==> src/rtl/fir_pkg.sv <==
// fir_pkg: shared constants and types for the FIR filter slice.
//   NTAPS      - number of filter taps (coefficients / delay-line entries)
//   DW         - sample and coefficient width, signed Q1.15
//   ACCW       - accumulator width; 64 full-scale 32-bit products fit without overflow
//   FIFO_DEPTH - entries in the input sample FIFO
//   engine_state_t - IDLE (waiting for a sample), MAC (one tap per cycle), OUT (result)
package fir_pkg;

  localparam int NTAPS      = 64;
  localparam int DW         = 16;
  localparam int ACCW       = 40;
  localparam int FIFO_DEPTH = 8;

  typedef enum logic [1:0] {
    ST_IDLE = 2'd0,
    ST_MAC  = 2'd1,
    ST_OUT  = 2'd2
  } engine_state_t;

endpackage

==> src/rtl/fir_sample_fifo.sv <==
// fir_sample_fifo: synchronous single-clock FIFO for input samples.
// Ports:
//   clk2    - processing clock, rising edge
//   rstn    - synchronous active-low reset, empties the FIFO
//   push    - write strobe; ignored while full
//   pop     - read strobe; ignored while empty
//   wr_data - sample to write
//   rd_data - head of the FIFO (show-ahead, valid whenever empty=0)
//   empty   - registered, exact empty flag
//   full    - registered, exact full flag (DEPTH entries)
module fir_sample_fifo #(
  parameter int DW    = 16,
  parameter int DEPTH = 8
) (
  input  logic          clk2,
  input  logic          rstn,
  input  logic          push,
  input  logic          pop,
  input  logic [DW-1:0] wr_data,
  output logic [DW-1:0] rd_data,
  output logic          empty,
  output logic          full
);

  localparam int AW = (DEPTH > 1) ? $clog2(DEPTH) : 1;

  logic [DW-1:0] mem [DEPTH];
  logic [AW-1:0] wr_ptr;
  logic [AW-1:0] rd_ptr;
  logic [AW:0]   count;
  logic [AW:0]   count_next;
  logic          do_push;
  logic          do_pop;

  // A push while full is dropped outright, so the flags gate the strobes.
  assign do_push = push && !full;
  assign do_pop  = pop && !empty;
  assign rd_data = mem[rd_ptr];

  // Simultaneous push and pop leaves the occupancy unchanged.
  always_comb begin
    count_next = count;
    case ({do_push, do_pop})
      2'b10:   count_next = count + (AW+1)'(1);
      2'b01:   count_next = count - (AW+1)'(1);
      default: count_next = count;
    endcase
  end

  // Flags are computed from the next occupancy so they stay registered yet exact.
  always_ff @(posedge clk2) begin
    if (!rstn) begin
      wr_ptr <= '0;
      rd_ptr <= '0;
      count  <= '0;
      empty  <= 1'b1;
      full   <= 1'b0;
    end else begin
      if (do_push) begin
        wr_ptr <= (wr_ptr == AW'(DEPTH-1)) ? '0 : wr_ptr + AW'(1);
      end
      if (do_pop) begin
        rd_ptr <= (rd_ptr == AW'(DEPTH-1)) ? '0 : rd_ptr + AW'(1);
      end
      count <= count_next;
      empty <= (count_next == '0);
      full  <= (count_next == (AW+1)'(DEPTH));
    end
  end

  // Storage needs no reset: entries are only read after being written.
  always_ff @(posedge clk2) begin
    if (do_push) begin
      mem[wr_ptr] <= wr_data;
    end
  end

endmodule

==> src/rtl/fir_core.sv <==
// fir_core: time-multiplexed FIR filter, one multiply-accumulate per cycle.
// Ports:
//   clk2       - processing clock, rising edge
//   rstn       - synchronous active-low reset
//   din        - signed Q1.15 input sample
//   valid_in   - push strobe for din into the input FIFO
//   cload      - coefficient write enable; also holds off new samples
//   caddr      - coefficient address
//   cin        - signed Q1.15 coefficient write data
//   dout       - saturated signed filter result, held between results
//   valid_out  - one-cycle strobe marking a new dout
//   fifo_empty - input FIFO empty flag
//   fifo_full  - input FIFO full flag
module fir_core #(
  parameter int NTAPS      = fir_pkg::NTAPS,
  parameter int DW         = fir_pkg::DW,
  parameter int FIFO_DEPTH = fir_pkg::FIFO_DEPTH
) (
  input  logic                     clk2,
  input  logic                     rstn,
  input  logic [DW-1:0]            din,
  input  logic                     valid_in,
  input  logic                     cload,
  input  logic [$clog2(NTAPS)-1:0] caddr,
  input  logic [DW-1:0]            cin,
  output logic [DW-1:0]            dout,
  output logic                     valid_out,
  output logic                     fifo_empty,
  output logic                     fifo_full
);

  import fir_pkg::*;

  localparam int AW = $clog2(NTAPS);
  localparam int PW = 2 * DW;

  // Q1.15 products accumulate as Q(x).30; shifting by DW-1 returns to Q1.15.
  localparam logic signed [ACCW-1:0] SAT_MAX = ACCW'((64'sd1 <<< (DW-1)) - 64'sd1);
  localparam logic signed [ACCW-1:0] SAT_MIN = ~SAT_MAX;

  logic signed [DW-1:0]   coeff [NTAPS];
  logic signed [DW-1:0]   dline [NTAPS];
  logic [AW-1:0]          wr_ptr;
  logic [AW-1:0]          cur_ptr;
  logic [AW-1:0]          tap_idx;
  logic [AW-1:0]          rd_idx;
  logic signed [PW-1:0]   product;
  logic signed [ACCW-1:0] acc;
  logic [DW-1:0]          fifo_data;
  engine_state_t          state;
  engine_state_t          state_next;
  logic                   pop;
  logic                   mac_en;
  logic                   out_en;

  function automatic logic [DW-1:0] saturate(input logic signed [ACCW-1:0] a);
    logic signed [ACCW-1:0] s;
    s = a >>> (DW-1);
    if (s > SAT_MAX) begin
      return SAT_MAX[DW-1:0];
    end else if (s < SAT_MIN) begin
      return SAT_MIN[DW-1:0];
    end
    return s[DW-1:0];
  endfunction

  fir_sample_fifo #(
    .DW    (DW),
    .DEPTH (FIFO_DEPTH)
  ) u_fifo (
    .clk2    (clk2),
    .rstn    (rstn),
    .push    (valid_in),
    .pop     (pop),
    .wr_data (din),
    .rd_data (fifo_data),
    .empty   (fifo_empty),
    .full    (fifo_full)
  );

  // Walk backwards through the circular delay line from the newest sample;
  // the subtraction wraps naturally because NTAPS is a power of two.
  assign rd_idx  = cur_ptr - tap_idx;
  assign product = PW'(coeff[tap_idx]) * PW'(dline[rd_idx]);

  always_ff @(posedge clk2) begin
    if (!rstn) begin
      state <= ST_IDLE;
    end else begin
      state <= state_next;
    end
  end

  // cload only holds off the start of a new frame; a frame in MAC runs to completion.
  always_comb begin
    state_next = state;
    case (state)
      ST_IDLE: if (!fifo_empty && !cload) state_next = ST_MAC;
      ST_MAC:  if (tap_idx == AW'(NTAPS-1)) state_next = ST_OUT;
      ST_OUT:  state_next = ST_IDLE;
      default: state_next = ST_IDLE;
    endcase
  end

  always_comb begin
    pop    = (state == ST_IDLE) && !fifo_empty && !cload;
    mac_en = (state == ST_MAC);
    out_en = (state == ST_OUT);
  end

  // Coefficient and delay-line register arrays; both are zeroed by reset so the
  // first outputs after reset see an all-zero history.
  always_ff @(posedge clk2) begin
    if (!rstn) begin
      for (int i = 0; i < NTAPS; i++) begin
        coeff[i] <= '0;
        dline[i] <= '0;
      end
    end else begin
      if (cload) begin
        coeff[caddr] <= cin;
      end
      if (pop) begin
        dline[wr_ptr] <= fifo_data;
      end
    end
  end

  // Datapath: on a pop remember where x[n] landed and clear the accumulator,
  // then add one tap per MAC cycle, and publish the saturated result in OUT.
  always_ff @(posedge clk2) begin
    if (!rstn) begin
      wr_ptr    <= '0;
      cur_ptr   <= '0;
      tap_idx   <= '0;
      acc       <= '0;
      dout      <= '0;
      valid_out <= 1'b0;
    end else begin
      valid_out <= 1'b0;
      if (pop) begin
        cur_ptr <= wr_ptr;
        wr_ptr  <= wr_ptr + AW'(1);
        tap_idx <= '0;
        acc     <= '0;
      end
      if (mac_en) begin
        acc     <= acc + ACCW'(product);
        tap_idx <= tap_idx + AW'(1);
      end
      if (out_en) begin
        dout      <= saturate(acc);
        valid_out <= 1'b1;
      end
    end
  end

endmodule

==> config.mk <==
export PLATFORM = sky130hd
export DESIGN_NAME = fir_core
export DESIGN_NICKNAME = d
export VERILOG_FILES = /design/src/rtl/fir_pkg.sv /design/src/rtl/fir_sample_fifo.sv /design/src/rtl/fir_core.sv
export SDC_FILE = /design/constraint.sdc
export NUM_CORES = 2
export LEC_CHECK = 0
export CORE_UTILIZATION = 50
export DETAILED_ROUTE_END_ITERATION = 8
export GPL_ROUTABILITY_DRIVEN = 0
export PLACE_DENSITY_LB_ADDON = 0.3
export SLEW_MARGIN = 20
export SYNTH_ARGS = -nofsm -noshare
export SYNTH_HDL_FRONTEND = slang
export SYNTH_HIERARCHICAL = 1
export SYNTH_SLANG_ARGS = --single-unit
==> constraint.sdc <==
create_clock -name clk2 -period 24.5 [get_ports clk2]
set_input_delay 4.9 -clock clk2 [delete_from_list [all_inputs] [get_ports clk2]]
set_output_delay 4.9 -clock clk2 [all_outputs]
set_load 0.01 [all_outputs]
# --- Word-level counts from Yosys, hierarchy flattened ---
# Memory sizes are Yosys's and may differ from the RTL's. A register that Yosys moved wholly into a read port is not among the register bits.
# Cells that the tools add are included.
word_totals:
  n_memories: 3
  word_cells: 87
  output_inout_bits: 19
  ff_bits: 89
  mem_bits_rw: 2176
  input_bits: 42
op_classes:
  order_cmp: 2
  n_mux: 37
  eq_ne: 10
  n_reduce_logical: 14
  n_addsub: 8
  multipliers: 1
mem_list:
  columns: ["memory", "depth", "width", "read_ports", "rd_ports_with_merged_regs", "write_ports", "line_no", "rtl"]
  rows:
  - ["coeff", 64, 16, 1, 1, 64, "fir_core.sv:41", "logic signed [DW-1:0] coeff [NTAPS];"]
  - ["dline", 64, 16, 1, 0, 64, "fir_core.sv:42", "logic signed [DW-1:0] dline [NTAPS];"]
  - ["u_fifo.mem", 8, 16, 1, 1, 1, "fir_sample_fifo.sv:27", "logic [DW-1:0] mem [DEPTH];"]
ops:
  columns: ["operator", "n"]
  rows:
  - ["16-bit two-way mux", 5]
  - ["40-bit two-way mux", 2]
  - ["40-bit by 32-bit adder with 40-bit output", 1]
  - ["6-bit two-way mux", 6]
  - ["16-bit by 16-bit multiplier with 32-bit output", 1]
  - ["16-bit OR reduction", 2]
  - ["25-bit by 16-bit > comparator with 1-bit output (second input constant)", 1]
  - ["25-bit by 16-bit less-than comparator with 1-bit output (second input constant)", 1]
  - ["1-bit two-way mux", 16]
  - ["6-bit by 1-bit adder with 6-bit output (second input constant)", 2]
  - ["3-bit two-way mux", 4]
  - ["4-bit case mux with 2 select lines", 1]
  - ["3-bit by 1-bit adder with 3-bit output (second input constant)", 2]
  - ["3-bit == test (second input constant)", 2]
  - ["6-bit == test (second input constant)", 1]
  - ["6-bit subtractor", 1]
  - ["1-bit logical AND", 5]
  - ["4-bit by 1-bit adder with 4-bit output (second input constant)", 1]
  - ["2-bit by 1-bit == test with 1-bit output (second input constant)", 2]
  - ["2-bit == test (second input constant)", 2]
  - ["4-bit == test (second input constant)", 1]
  - ["4-bit zero test", 1]
  - ["2-bit two-way mux", 2]
  - ["2-bit case mux with 2 select lines", 1]
  - ["other kinds (7)", 9]

# --- Logic depth before layout (Yosys ltp) ---
logic_depth:
  ltp_word: 8
  depth_mapped: 36
  ltp_nobuf: 33

# --- Cells and area by module ---
# Netlist, hierarchy kept.
by_module_without_submodules:
  columns: ["mod", "n_inst", "cells_per_inst", "seq_area_each_um2", "area_each_um2"]
  rows:
  - ["fir_core", 1, 7431, 63160.6, 108997.0]
  - ["fir_sample_fifo", 1, 276, 4144.0, 5601.6]

# --- Least setup slack after synthesis ---
# Ideal clock, no wire load.
synth_path:
  path_type: "register -> register"
  start: "register cur_ptr[0]"
  end: "register acc[38]"
  arrival_time_ns: 8.821
  required_ns: 24.371
  path_stages_with_launch: 34
  setup_time_ns: 0.129
  path_slack_ns: 15.550
  period_less_slack_ns: 8.950
  cell_sequence: "dfxtp_1 > inv_1 > ha_1 > fa_1 > buf_2 > buf_4 > buf_4 > buf_1 > mux4_2 > mux4_2 > a211oi_1 > a21oi_1 > buf_2 > and2_1 > fa_1 > fa_1 > inv_1 > fa_1 > inv_1 > fa_1 > fa_1 > inv_1 > fa_1 > inv_1 > ha_1 > a21o_1 > a211oi_1 > o21ai_0 > a221o_1 > nor3_1 > o311ai_0 > a31oi_1 > xor2_1 > o21ai_0"
synth_between:
  elab_chain_len: 5
synth_rtl:
  columns: ["item", "line_no", "rtl"]
  rows:
  - ["start, declared", "fir_core.sv:44", "logic [AW-1:0] cur_ptr;"]
  - ["start signal, assigned", "fir_core.sv:142", "cur_ptr <= wr_ptr;"]
  - ["6-bit subtractor", "fir_core.sv:83", "assign rd_idx = cur_ptr - tap_idx;"]
  - ["memory 64 x 16 bit", null, null]
  - ["16-bit by 16-bit multiplier with 32-bit output", "fir_core.sv:84", "assign product = PW'(coeff[tap_idx]) * PW'(dline[rd_idx]);"]
  - ["40-bit by 32-bit adder with 40-bit output", "fir_core.sv:148", "acc <= acc + ACCW'(product);"]
  - ["40-bit two-way mux", "fir_core.sv:147", "if (mac_en) begin"]
  - ["end signal, assigned", "fir_core.sv:148", null]
  - ["end, declared", "fir_core.sv:48", "logic signed [ACCW-1:0] acc;"]
# Every way passes these cells.
# A chain may end at the register's enable or synchronous reset.

# --- Worst setup path after layout ---
# Same ends and word-level chain as after synthesis.

==> impl_metrics.ini <==
[synth]
synth_edf_count = 2176
syn_avg_cell_area_sq_um = 14.87
synth-seq-area-share_pct = 58.73
synthTopCellsByArea = edfxtp_1 57%, mux4_2 13%, and2_1 11%, fa_1 5.8%, dfxtp_1 1.7%
yosysTopAreaCell = edfxtp_1
syn-num-nets = 8208
syn_inst = 7707
ys_types = 67
synth-seq-cells = 2274
syn_area_sq_um = 114600
synth_top_area_share_pct = 57.02
synth_warnings = 6
ys.flop_type = edfxtp_1
synth-async-reset-ratio_pct = 0

[clock_tree]
cts.repair.resized = 0
cts_root_buffer = clkbuf_16
clk_pin_slew_worst_paths_ps = 70
htreeDepth = 4
clock_sinks = 2274
cts_made_buffers = 227
cts_hold_buffers = 0
post-cts-setup-buffer-count = 0
clock_latency_ps = 920
clk_path_buf_depth = 3
cts_tree = yes

[final_layout]
nets = 8116
syn_to_final_growth_pct = 9.622
nFillCells = 17710
final_cell_area_sq_um = 125600
seqCellArea_sq_um = 67320
drive_above_1_share_pct = 18.10
multiInputGateArea_sq_um = 43340
final_cells = 10810

[die]
coreArea_sq_um = 227500
start_util_pct = 50.37
io_pins = 61
die_w_microns = 480.7
dieHeight_microns = 480.7
fp-row-count = 175
dieArea_sq_um = 231100

[worst_setup_path]
worstPathArrival_ps = 13770
slowest_delay_ps = 1210
cp-start-kind = flop
cp_max_fo = 56
critical_path_class = flop to flop
rr_worst_depth = 32
cp-end-kind = flop
crit_required_ps = 25210
worst_path_max_delay_cell = fa_4

[sta]
timing_hold_violations_final = 0
rsz0062_at_grt = false
min_period_ps = 13060
relSlewSlack_pct = 19.03
tightest_slew_ps = 1210
setup_viol = 0
final_max_slew_viol_count = 0
fin_worst_skew_ps = 64.35
tns_ps = 0
fin_crit_sh_pct = 53.32
setup_slack_ps = 11440
fmax_mhz = 76.55

[detailed_routing]
drtAntennaViolNets = 0
vias = 63490
dr.pass1.iters = 5
routedWlPerCell_microns = 26.44
via_per_inst = 5.871
drc = 0
drt-initial-drc-count = 7319
wirelength_microns = 285900

[place]
hpwl_microns = 178500
io_buffers = 60
place_inst = 10400
placed_area_sq_um = 118200
place_ws_ps = 11440

[grt]
grt_pass1_vias = 64260
grt-ovfl-total = 0
grt_pass1_wl_microns = 426700
grt.total_usage_pct = 25.07
grt_max_degree = 100
antenna_found_initial = 22

[min_path]
whs_path_depth = 2
hp-class = flop to flop

[flow_run]
maxCapViolations = 0

[outcome]
status = completed
-- registers in the layout, summed over array words and instances, names as in the netlist, named ones only --
signal and cells:
acc 40, coeff 1024, cur_ptr 6, dline 1024, dout 16, state 2
tap_idx 6, u_fifo/count 4, u_fifo/empty 1, u_fifo/full 1, u_fifo/mem 128, u_fifo/rd_ptr 3
u_fifo/wr_ptr 3, valid_out 1, wr_ptr 6
-- final timing paths --
check,startpoint,to,slack (ps)
min reg2reg,cur_ptr[4],cur_ptr[4],490
min,cur_ptr[4],cur_ptr[4],490
max reg2reg,cur_ptr[0],acc[38],11440
max,cur_ptr[0],acc[38],11440
-- cell usage in the layout (no fill, tap or decap), types with 30 or more instances in the layout --
cell type / instances
nor2_1: 162
nand2b_1: 62
fa_1: 331
o21ai_1: 129
buf_4: 252
clkbuf_1: 56
mux2i_1: 37
dfxtp_1: 93
a21boi_0: 30
nor2_2: 56
a21oi_1: 68
clkbuf_16: 228
edfxtp_1: 2176
clkinv_2: 35
mux4_2: 674
o21ai_0: 61
inv_1: 399
ha_1: 126
nor2b_1: 95
and2_1: 2075
nand2_1: 187
nand3_1: 40
clkinv_1: 36
clkdlybuf4s50_1: 43
-- kinds of logic (layout without fill, tap and decap cells) --
logic type                 count (synthesis)  after routing  share of synthesized area, %
AOI/OAI and AO/OA                        378            378                         1.949
muxes                                    740            740                         13.85
other                                      0              5                             0
DFF                                     2274           2274                         58.73
xor gates and xnor gates                  49             49                        0.3745
buffers and inverters                   1034           1127                         3.682
and+or+nand+nor                         2773           2773                         14.22
adders and majority gates                459            459                         7.186
-- layout make-up --
class                   instances  share of cell area (%)
diodes                          5                0.009960
repair buffers                312                   1.933
well taps                    3009                   2.997
clock buffers                 299                   4.873
multi-input cells            4399                   34.50
flip-flops and latches       2274                   53.59
clock inverters               115                  0.8984
inverters                     401                   1.199
-- critical path, delay by kind of cell (launching register included) --
family | cells | cell delay (ps)
adders and majority gates | 9 | 4840
buffers and inverters | 9 | 2930
AOI/OAI and AO/OA | 8 | 2250
muxes | 3 | 1290
and+or+nand+nor | 2 | 960
DFF | 1 | 330
xor gates and xnor gates | 1 | 150
-- layer usage --
metal  track usage [%]  share of wire, %  vias up
li1                  -                 -    27270
met1             36.74                42    33160
met2             38.86                47     2620
met3             4.539               8.9      414
met4             6.384               2.4       20
met5                 0             0.047        -
-- stage by stage --
step | utilization [%] | hold WS [ps]
after floorplan | - | 443.5
after global placement | 51.96 | 465.4
after detailed placement | 51.97 | 477.5
after CTS | 55.16 | 486.5
after global routing | 55.22 | 509.4
final | 55.22 | 485.6
-- synth_stat cells (all sizes together) (7+ instances only) --
cell and number:
nor2 219, a211oi 12, a22oi 12, xor2 22, a21oi 76, o21ai 196
inv 400, mux2 29, fa 332, xnor2 27, nand2b 62, or3 7
dfxtp 98, ha 127, and3 14, nand3 41, buf 189, and2 2075
nor2b 96, or2 18, a21boi 31, nand3b 9, nand2 188, nor3 18
mux4 674, clkbuf 444, o31ai 7, a21o 13, mux2i 37, edfxtp 2176
Power is not shown: default switching activity piles up to over one toggle a cycle in this logic, so the estimate is an artifact.
